$ cat config.mk
export PLATFORM = sky130hd
export DESIGN_NAME = alu_issue_ctrl
export DESIGN_NICKNAME = d
export VERILOG_FILES = /design/src/rtl/alu_issue_ctrl.sv
export SDC_FILE = /design/constraint.sdc
export NUM_CORES = 1
export LEC_CHECK = 0
export CORE_MARGIN = 2
export CORE_UTILIZATION = 42
export CTS_CLUSTER_SIZE = 28
export DETAILED_ROUTE_END_ITERATION = 10
export PLACE_DENSITY = 0.92
export SYNTH_ARGS = -nofsm -noshare
export SYNTH_HDL_FRONTEND = slang
export SYNTH_SLANG_ARGS = --single-unit
$ cat constraint.sdc
create_clock -name clk -period 5.3 [get_ports clk]
set_input_delay 0.795 -clock clk [delete_from_list [all_inputs] [get_ports clk]]
set_output_delay 0.795 -clock clk [all_outputs]
set_load 0.03 [all_outputs]
$ cat src/rtl/alu_issue_ctrl.sv
// alu_issue_ctrl
// Issues one operation at a time to one of four execution units (arith,
// logic, cmp, shift), waits for that unit's result flag (bounded by TIMEOUT
// cycles), then holds the captured result until the consumer takes it.
//
// Ports
//   clk, rst                  clock, asynchronous active-low reset
//   in_valid/in_ready         request handshake; in_a, in_b operands, in_fun
//                             ([3:2] unit select, [1:0] unit function)
//   op_a, op_b, unit_fn       registered operands/function to all units
//   *_en                      per-unit enables (at most one high)
//   *_flag, *_out             per-unit result-valid flags and results
//   res_valid/res_ready       result handshake; res_out, res_unit, timeout_err
//   dbg_state                 current FSM state (IDLE=0 ISSUE=1 WAIT=2 HOLD=3)
//
// Handshakes: a transfer happens on a rising clk edge where valid and ready
// are both 1. in_ready is high only in IDLE; res_valid is high only in HOLD
// and its payload is stable until the transfer.
module alu_issue_ctrl #(
  parameter int DATA_W  = 16,
  parameter int TIMEOUT = 8
) (
  input  logic              clk,
  input  logic              rst,
  input  logic              in_valid,
  output logic              in_ready,
  input  logic [DATA_W-1:0] in_a,
  input  logic [DATA_W-1:0] in_b,
  input  logic [3:0]        in_fun,
  output logic [DATA_W-1:0] op_a,
  output logic [DATA_W-1:0] op_b,
  output logic [1:0]        unit_fn,
  output logic              arith_en,
  output logic              logic_en,
  output logic              cmp_en,
  output logic              shift_en,
  input  logic              arith_flag,
  input  logic              logic_flag,
  input  logic              cmp_flag,
  input  logic              shift_flag,
  input  logic [DATA_W-1:0] arith_out,
  input  logic [DATA_W-1:0] logic_out,
  input  logic [DATA_W-1:0] cmp_out,
  input  logic [DATA_W-1:0] shift_out,
  output logic [DATA_W-1:0] res_out,
  output logic [1:0]        res_unit,
  output logic              res_valid,
  input  logic              res_ready,
  output logic              timeout_err,
  output logic [1:0]        dbg_state
);

  localparam logic [1:0] IDLE  = 2'd0;
  localparam logic [1:0] ISSUE = 2'd1;
  localparam logic [1:0] WAIT  = 2'd2;
  localparam logic [1:0] HOLD  = 2'd3;

  // Last WAIT count value before the operation is abandoned.
  localparam logic [7:0] CNT_LAST = 8'(TIMEOUT - 1);

  logic [1:0]        state_q, state_d;
  logic [DATA_W-1:0] op_a_q, op_a_d;
  logic [DATA_W-1:0] op_b_q, op_b_d;
  logic [1:0]        fn_q, fn_d;
  logic [1:0]        sel_q, sel_d;
  logic [7:0]        cnt_q, cnt_d;
  logic [DATA_W-1:0] res_q, res_d;
  logic              err_q, err_d;

  logic              sel_flag;
  logic [DATA_W-1:0] sel_out;
  logic              busy;

  // Only the selected unit's flag/result is observed; others are ignored.
  always_comb begin
    sel_flag = 1'b0;
    sel_out  = '0;
    case (sel_q)
      2'd0:    begin sel_flag = arith_flag; sel_out = arith_out; end
      2'd1:    begin sel_flag = logic_flag; sel_out = logic_out; end
      2'd2:    begin sel_flag = cmp_flag;   sel_out = cmp_out;   end
      default: begin sel_flag = shift_flag; sel_out = shift_out; end
    endcase
  end

  always_comb begin
    state_d = state_q;
    op_a_d  = op_a_q;
    op_b_d  = op_b_q;
    fn_d    = fn_q;
    sel_d   = sel_q;
    cnt_d   = cnt_q;
    res_d   = res_q;
    err_d   = err_q;
    case (state_q)
      IDLE: begin
        if (in_valid) begin
          op_a_d  = in_a;
          op_b_d  = in_b;
          fn_d    = in_fun[1:0];
          sel_d   = in_fun[3:2];
          state_d = ISSUE;
        end
      end
      ISSUE: begin
        cnt_d   = '0;
        state_d = WAIT;
      end
      WAIT: begin
        if (sel_flag) begin
          res_d   = sel_out;
          err_d   = 1'b0;
          state_d = HOLD;
        end else if (cnt_q == CNT_LAST) begin
          res_d   = '0;
          err_d   = 1'b1;
          state_d = HOLD;
        end else begin
          cnt_d = cnt_q + 8'd1;
        end
      end
      default: begin
        if (res_ready) state_d = IDLE;
      end
    endcase
  end

  always_ff @(posedge clk or negedge rst) begin
    if (!rst) begin
      state_q <= IDLE;
      op_a_q  <= '0;
      op_b_q  <= '0;
      fn_q    <= '0;
      sel_q   <= '0;
      cnt_q   <= '0;
      res_q   <= '0;
      err_q   <= 1'b0;
    end else begin
      state_q <= state_d;
      op_a_q  <= op_a_d;
      op_b_q  <= op_b_d;
      fn_q    <= fn_d;
      sel_q   <= sel_d;
      cnt_q   <= cnt_d;
      res_q   <= res_d;
      err_q   <= err_d;
    end
  end

  // Enables are decoded from registered state, so an asynchronous reset
  // drops them immediately.
  assign busy        = (state_q == ISSUE) || (state_q == WAIT);
  assign arith_en    = busy && (sel_q == 2'd0);
  assign logic_en    = busy && (sel_q == 2'd1);
  assign cmp_en      = busy && (sel_q == 2'd2);
  assign shift_en    = busy && (sel_q == 2'd3);

  assign in_ready    = (state_q == IDLE);
  assign res_valid   = (state_q == HOLD);
  assign timeout_err = err_q && (state_q == HOLD);
  assign op_a        = op_a_q;
  assign op_b        = op_b_q;
  assign unit_fn     = fn_q;
  assign res_out     = res_q;
  assign res_unit    = sel_q;
  assign dbg_state   = state_q;

endmodule

* Yosys cells after proc, flatten, opt, wreduce, memory -nomap -nowiden
Cells that the tools add are included.
** Word-level totals
- ROM bits :: 0
- Bits in registers :: 63
- Memories :: 0
- Output and inout port bits :: 61
- Input port bits :: 108
- Bits in writable memories :: 0
- Logic and storage cells :: 49
- Latch bits :: 0
** Cells by class
- Multiplexer cells :: 14
- Divide/modulo/power cells :: 0
- Equal/unequal tests :: 11
- Order comparisons :: 0
- Reductions and logical operators :: 15
- Bitwise gates (word level) :: 0
- $add $sub $neg :: 1
- Multiply operators :: 0
- Shifts and indexed selects :: 0
** Operator list (number)
- one-hot mux 16 bit (3 select lines) :: 1
- two-way mux 16 bit :: 2
- two-way mux 8 bit :: 2
- one-hot mux 8 bit (2 select lines) :: 1
- adder 8 x 1 -> 8 bit (second input constant) :: 1
- equality test 2 bit (second input constant) :: 4
- equality test 8 x 3 -> 1 bit (second input constant) :: 1
- two-way mux 2 bit :: 4
- != test 2 bit (second input constant) :: 3
- one-hot mux 2 bit (3 select lines) :: 1
- AND reduction 3 bit :: 2
- logical AND 1 bit :: 5
- equality test 2 x 1 -> 1 bit (second input constant) :: 2
- zero test 2 bit :: 2
- AND reduction 2 bit :: 2
- nonzero test 2 bit :: 2
- nonzero test 4 bit :: 1
- != test 3 bit (second input constant) :: 1
- one-hot mux 1 bit (3 select lines) :: 1
- two-way mux 1 bit :: 2
- logical OR 1 bit :: 1

* Longest topological paths before layout
Gate-level depths: netlist of the first run.
- Depth after elaboration :: 4
- Depth in mapped cells :: 7
- Gate-level depth less buffers :: 6

* Worst setup path before layout of the first run
Ideal clock, no wire load.
- Path type :: flip-flop to output port
- Start point :: reg state_q[1] (netlist: dbg_state[1])
- End point :: out logic_en
- Path buffers :: 0
- Required time :: 4.505 ns
- Stages on the path, launching flop included :: 5
- Slack :: 2.662 ns
- Arrival :: 1.843 ns
- Cell sequence :: dfrtp_1 -> inv_1 -> ha_1 -> inv_1 -> nor3b_1
** Between the ends
- Cells in the longest elaborated chain, start to end :: 3
- Elaborated cells on any way between the ends :: 4
- Those cells by class :: 2 x eq/ne; 2 x reduce/logical
** Ends and longest elaborated chain
- from (decl) :: line 61 : logic [1:0] state_q, state_d;
- from (signal assigned) :: line 139 : state_q <= state_d;
- equality test 2 x 1 -> 1 bit or equality test 2 bit (tied branches) :: line 152 : assign busy = (state_q == ISSUE) || (state_q == WAIT);
- logical OR 1 bit * :: line 152
- logical AND 1 bit * :: line 154 : assign logic_en = busy && (sel_q == 2'd1);
- to (decl) :: line 34 : output logic logic_en,
Every way passes the cells marked *; elsewhere a longest branch is shown, timed or not.

* Worst setup path in the final report of the first run
Ends and elaborated chain as after synthesis.

==> results summary, run 1 <==
The run finished with clean final reports. The root buffer selected by CTS is sky130_fd_sc_hd__clkbuf_8. The number of synthesized flops with an enable pin came out at 0. The number of different library cells in the post-synthesis netlist is 36. The share of total power dissipated in combinational logic is 58.2%. The reg2reg setup slack came out at 3.01 ns. The post-layout minimum cycle time is 3.10 ns. In this design, the stage delay of the slowest critical-path cell is 0.72 ns. The total number of vias came out at 2584. The hold-fix buffer count after cts is 0. The number of gates given a new drive strength after cts came out at 0.

The actual transition at the worst max-transition pin came out at 0.866 ns. The fraction of final layout cells with drive strength greater than 1 came out at 18.6%. The area of all placed cells without fillers is 5050 sq um.

The count of yosys warnings during synthesis came out at 0. The endpoint kind of the worst setup timing path is an output pin. The total cell area at the placement stage came out at 4820 sq um.

The final critical path takes up 58.4% of the cycle. In the routed layout, each cell is associated on average with a via count of 5.26. The final setup skew is 0.00652 ns.

The initial core utilization is 42.8%. The number of hold-slack violations in the final timing report is 0. The final global-route overflow total is 0. The worst path required time is 4.51 ns. The internal portion of the total power is 1870 uW. The largest net degree at the start of global routing came out at 50.

The launch instance of the worst register-to-register path is res_unit[0]. The number of buffers between clock root and the deepest sink is 2. The largest individual stage delay along the critical path comes from the cell sky130_fd_sc_hd__clkdlybuf4s50_1. The post-route antenna net violation count came out at 0. Row generation in the floorplan step produced 31 rows. In the final routing, the length of wire on met1 measures 3040 microns. TritonCTS built the clock tree. The critical path goes through inv_1 > ha_1 > inv_1 > nor3b_1 > clkdlybuf4s50_1.

The initial antenna violation count came to 0. In this run the top signal layer used is met4. The synthesized cell area is 3050 sq um. Of the total power, the share spent switching nets is 40.8%. The synthesized flop and latch total came out at 63. After clock tree synthesis, the clock-pin slew on the worst setup and hold paths is 0.07 ns. The synthesized design spends more area on one cell type than any other, namely sky130_fd_sc_hd__dfrtp_1. The total routed wirelength is 8610 microns. The number of top-level design ports came out at 169. The routed length per instance is 17.5 microns. Dividing total power by cell area gives a power density of 627 nW/um^2. The final-report setup violation count is 0. The static leakage power is 0.00211 uW.

The number of global-route vias before repair is 2676. The number of cells produced by synthesis is 218. In the synthesized netlist, the cells that appear most often are sky130_fd_sc_hd__dfrtp_1 (63), sky130_fd_sc_hd__mux2_2 (36), sky130_fd_sc_hd__a22o_1 (17), sky130_fd_sc_hd__mux4_2 (17), sky130_fd_sc_hd__clkbuf_1 (9). The count of port buffers added during placement came out at 168. The count of unresolved DRC violations after routing came out at 0.

The count of final max-slew check failures is 0. The die is 89.3 microns tall. The post-DP HPWL is 6530 microns. The most critical setup path has its startpoint at dbg_state[1].

The synthesized area divided by synthesized cell count is 14.0 sq um. The count of clock tree sinks is 63. The first global-routing pass estimated 12900 microns of wire.

Among the stages of the critical path, the cell type that occurs most often is sky130_fd_sc_hd__inv_1. The top fanout value on the critical path is 7. Setup repair after global routing left no endpoint under its margin. The worst endpoint data arrival time is 2.30 ns. The most common cell in the synthesized netlist is sky130_fd_sc_hd__dfrtp_1. The H-tree depth reported by CTS is 3.

Across the run, the number of max-cap violations was 0. The antenna cell count is 0. The tightest min-delay check is of the in2async type. Among all flip-flop cells after synthesis, the most frequent one is sky130_fd_sc_hd__dfrtp_1.

The sequential group share of total power is 27.0%. The met2 routed wirelength is 4710 microns. The clock latency at the later pin of the worst-skew pair came out at 0.32 ns. The weighted congestion reported at the end of routability-driven placement is 0.788. After the first detailed-routing iteration, the DRC count stood at 133.

The synthesized netlist net count came out at 332. The fraction of registers with async set/reset is 100%. After clock tree synthesis, the setup repair step added 0 buffers. By area the synthesized netlist is led by sky130_fd_sc_hd__dfrtp_1 (52%), sky130_fd_sc_hd__mux2_2 (13%), sky130_fd_sc_hd__mux4_2 (13%). The area fraction of the dominant cell type after synthesis is 51.6%. The global-route total usage across every layer came out at 21.3%.

The die outline width came out at 89.3 microns. The area of the die is 7970 sq um. The TritonCTS buffer count is 9. The critical path in this run is classified as reg2out. The worst vdd rail ir drop came out at 458 uV. The routed wire length on met3 came out at 760 microns. In the final design database the tool counted 501 nets. Of the synthesized area, sequential elements account for 51.6%. The launching element type of the critical path is a flop. The net switching power figure came out at 1290 uW. The end-of-flow core utilization came out at 70.7%. The fmax is 323 MHz. The worst pin sits at a relative slew slack of 42.3%. The area growth from synthesis to layout is 65.3%. The part of the total power dissipated in the clock network is 14.7%. Setup total negative slack on the finished layout was measured at 0 ns. The first-pass iteration count of the detailed router is 4. The core area is 7140 sq um.
## critical path, delay by kind of cell (launching register included)
kind	cells	cell delay, ns
flip-flops	1	0.46
buffers and inverters	3	0.92
AND/OR/NAND/NOR	1	0.25
adder cells (fa/ha/maj)	1	0.34
## cells in the final DEF (no fill, tap or decap), types with 6 or more instances in the layout
cell type	n
sky130_fd_sc_hd__clkdlybuf4s50_1	167
sky130_fd_sc_hd__dfrtp_1	63
sky130_fd_sc_hd__mux2_2	36
sky130_fd_sc_hd__mux4_2	17
sky130_fd_sc_hd__a22o_1	17
sky130_fd_sc_hd__clkbuf_8	11
sky130_fd_sc_hd__nand2_1	6
sky130_fd_sc_hd__nand3_1	6
sky130_fd_sc_hd__ha_1	6
## power groups by stage
stage | Clock [uW] | Sequential [uW] | Combinational (uW)
after floorplan | 0 | 1260 | 737
after global placement | 0 | 844 | 1810
after detailed placement | 0 | 863 | 1840
after CTS | 477 | 855 | 1860
after global routing | 498 | 886 | 1950
final | 466 | 855 | 1840
## per-stage QoR
step	cells	worst slack, ns	power (uW)	hold slack, ns
2_1_floorplan	218	2.66	2000	0.455
3_3_place_gp	475	2.63	2650	0.478
3_5_place_dp	475	2.59	2710	0.491
4_1_cts	491	2.20	3190	0.349
5_1_grt	491	2.04	3330	0.364
6_report	491	2.20	3160	0.359
## sequential cells by signal, indices dropped and copies added (netlist names)
register,flops
op_b,16
dbg_state,2
cnt_q,8
res_out,16
res_unit,2
unit_fn,2
err_q,1
op_a,16
## cells by family after synthesis
kind of cell | Yosys count | share of synthesized area [%]
flip-flops | 63 | 51.6
adder cells (fa/ha/maj) | 6 | 2.46
buffers and inverters | 19 | 2.58
multiplexers | 54 | 26.1
AO/OA/AOI/OAI | 36 | 9.26
AND/OR/NAND/NOR | 37 | 7.05
XOR/XNOR | 3 | 0.861
## layout make-up
type | count | area (sq um)
clock inverter | 3 | 65.1
timing repair buffer | 172 | 1710
clock buffer | 13 | 159
multi-input combinational | 136 | 1400
tap | 99 | 124
sequential | 63 | 1580
inverter | 5 | 18.8
fill | 524 | 2090
## worst paths after layout
| path | end | cells after the start |
|---|---|---|
| worst max register to register | dbg_state[1] | 5 |
| min in group clk | op_b[15] | 1 |
| worst min-delay path | op_a[13] | 1 |
| max in group asynchronous | op_b[15] | 2 |
| worst min register to register | op_b[15] | 1 |
| worst max-delay path | logic_en | 5 |
## layer usage
metal,up-vias,global-route usage (%)
li1,1172,-
met3,10,7.02
met1,1284,24.0
met5,-,0
met2,118,38.6
met4,0,5.97
Note: power is estimated with default switching activity, not from simulation.
==> inputs of run 2 (changes only) <==
- CORE_UTILIZATION: 42 -> 39
- PLACE_DENSITY: 0.92 -> 0.87
- clock period: 5.3 -> 2.85 ns (I/O delays scaled with it)
==> run 2 against run 1 <==
Sequential cell count did not move. Sequential share of layout area barely moved. Critical endpoint unchanged. Combinational power rose by 86%. Largest cell class unchanged. Final cell count rose by 0.81%. Utilization fell by 4.6 points. Clock skew rose by 0.0047 ns. First-iteration DRC count fell by 38%. Final area rose by 0.15%. Total power rose by 85%. Clock-buffer cell count fell by 1. Critical path type unchanged. Hold slack got worse by 0.098 ns. Global-route usage fell by 1.2 points.
==> results summary, run 2 (same netlist as run 1, synthesis figures left out) <==
The run finished with clean final reports. The post-layout minimum cycle time is 2.68 ns. The initial core utilization came out at 39.9% (-2.9 points). The cell sitting at the root of the clock tree is a sky130_fd_sc_hd__clkbuf_8. The classification of the worst setup path is reg2out.

The total number of vias came out at 2576 (-0.31%). The number of DRC markers after the initial detailed-route iteration came out at 83 (-38%). The worst endpoint data arrival time came out at 2.26 ns (-0.04 ns). The count of clock tree sinks came to 63 (unchanged).

The per-cell via count in the routed design is 5.20 (-1.1%). The number of top-level design ports came to 169 (unchanged). TritonCTS built the clock tree. The fraction of final layout cells with drive strength greater than 1 came out at 19.1% (+0.46 points). The post-route non-filler standard cell count is 495 (+0.81%).

The antenna cell count is 0 (unchanged). The core area is 7650 sq um (+7.2%). The static leakage power came out at 0.00212 uW (+0.78%). The area of the die is 8550 sq um (+7.3%). The worst path required time came out at 2.42 ns (-2.09 ns). The clock latency at the later pin of the worst-skew pair is 0.33 ns (about the same).

The TritonCTS buffer count is 9 (unchanged). The final setup skew came out at 0.0112 ns (+0.00466 ns). The final-report setup violation count came out at 0 (unchanged).

The global-route wire length before repair came out at 13300 microns (+3.2%). The first-pass iteration count of the detailed router was 4 (unchanged). The relative slew slack is 47.3% (+5.1 points).

The endpoint kind of the worst setup timing path is an output pin. The clock transition at the registers of the reported paths is 0.07 ns (about the same). The hold-fix buffer count after cts came to 0 (unchanged). The routed length per instance was 17.7 microns (+0.91%). The H-tree depth reported by CTS came to 3 (unchanged). Leaving out fill and tap cells, the most frequent cells in the layout are sky130_fd_sc_hd__clkdlybuf4s50_1 (166), sky130_fd_sc_hd__dfrtp_1 (63), sky130_fd_sc_hd__mux2_2 (36), sky130_fd_sc_hd__mux4_2 (17), sky130_fd_sc_hd__a22o_1 (17).

The initial antenna violation count is 0 (unchanged). The count of final max-slew check failures is 0 (unchanged). The worst register-to-register path begins at res_unit[1]. The endpoint of the worst register-to-register path is cnt_q[2]. The count of unresolved DRC violations after routing came out at 0 (unchanged). Setup repair after global routing left no endpoint under its margin.

The number of rows created at floorplan is 32 (+3.2%). The number of hold-slack violations in the final timing report came out at 0 (unchanged). The number of setup buffers added after CTS came out at 0 (unchanged).

The count of port buffers added during placement came to 168 (unchanged). The worst vdd rail ir drop came to 817 uV (+78%). The number of nets in the layout was 503 (+0.40%). The power per cell area came out at 1150 nW/um^2 (+84%). Leaving out fill and tap cells, the most frequent cell in the layout is sky130_fd_sc_hd__clkdlybuf4s50_1. The post-DP HPWL came out at 6670 microns (+2.1%). The largest net degree at the start of global routing is 64 (+28%). Relative to the synthesized area, the layout overhead comes to 65.6%. The class of the tightest hold or removal check is in2async. The post-route setup TNS is 0 ns (unchanged). The part of the cycle the worst path needs is 94.1%. The total routed wirelength was 8760 microns (+1.7%).

Based on the critical path, the design can be clocked at up to 373 MHz. The worst hold slack after final layout is 0.260 ns (-0.0983 ns). The top fanout value on the critical path is 7 (unchanged). The number of gates given a new drive strength after cts came out at 0 (unchanged).

The final global-route overflow total came out at 0 (unchanged). The reg2reg setup slack came out at 0.68 ns (-2.33 ns). The number of buffers between clock root and the deepest sink came out at 2 (unchanged). The post-route antenna net violation count came to 0 (unchanged). The global-route total usage across every layer is 20.1% (-1.2 points). The number of global-route vias before repair came to 2664 (-0.45%). STA classifies the critical path startpoint as a flop. The worst reg2reg path depth came to 4 (-1). The die outline width came out at 92.5 microns (+3.6%). The number of inserted filler cells in the final layout came out at 580 (+11%).

The weighted congestion reported at the end of routability-driven placement came out at 0.842 (+7.0%). The actual transition at the worst max-transition pin is 0.790 ns (-0.0758 ns). The number of cells after detailed placement was 480 (+1.1%).

The height of the chip was 92.5 microns (+3.6%). The max capacitance violation total is 0 (unchanged).
## run 2: cell types whose count changed in the layout (fill, tap and decap cells not counted), sizes merged
cell	change
buf	+2
bufinv	-1
clkbuf	-1
clkdlybuf4s50	-1
clkinvlp	+1
dlymetal6s2s	+1
## run 2: critical path, stage by stage, from the launching register on
cell,delay [ns]
sky130_fd_sc_hd__dfrtp_1,0.47
sky130_fd_sc_hd__inv_1,0.12
sky130_fd_sc_hd__ha_1,0.35
sky130_fd_sc_hd__inv_1,0.09
sky130_fd_sc_hd__nor3b_1,0.19
sky130_fd_sc_hd__clkdlybuf4s50_1,0.70
## run 2: through the flow
step           cell area [sq um]  utilization, %  total power [uW]  setup WS [ns]
2_1_floorplan               3050               -              3720          0.495
3_3_place_gp                4850            63.5              4990          0.563
3_5_place_dp                4850            63.5              5100          0.514
4_1_cts                     5050            66.1              5900          0.127
5_1_grt                     5050            66.1              6160         0.0229
6_report                    5050            66.1              5840          0.167
## run 2: layout make-up
cell class / instances / area (sq um) / share of cell area [%]
Timing Repair Buffer: 174 / 1740 / 34.4
Inverter: 5 / 18.8 / 0.371
Sequential cell: 63 / 1580 / 31.2
Tap cell: 102 / 128 / 2.52
Clock inverter: 3 / 42.5 / 0.842
Clock buffer: 12 / 155 / 3.07
Multi-Input combinational cell: 136 / 1400 / 27.6
## run 2: how the worst max path moves through the flow
| stage | from | end | slack (ns) | cells after the start |
|---|---|---|---|---|
| global route | dbg_state[1] | logic_en | 0.02 | 5 |
| floorplan | dbg_state[1] | op_a[0] | 0.50 | 6 |
| CTS | dbg_state[1] | arith_en | 0.13 | 5 |
| detailed placement | dbg_state[1] | arith_en | 0.51 | 5 |
| finish | dbg_state[1] | logic_en | 0.17 | 5 |
| global placement | shift_flag | cnt_q[2] | 0.56 | 5 |
## run 2: layer usage
layer  routed length [microns]  share of wire (%)  track usage (%)
met1                      3450                 39             24.2
met2                      4470                 51             34.7
met3                       706                8.1             5.53
met4                       130                1.5             7.21
met5                         0                  0                0
## run 2: where the power goes
part	internal, uW	leakage, uW	total [uW]	switching [uW]
Combinational	1650	0.00125	3420	1780
Sequential	1320	0.000769	1640	311
Clock	446	0.0000985	778	332
Total	3420	0.00212	5840	2420
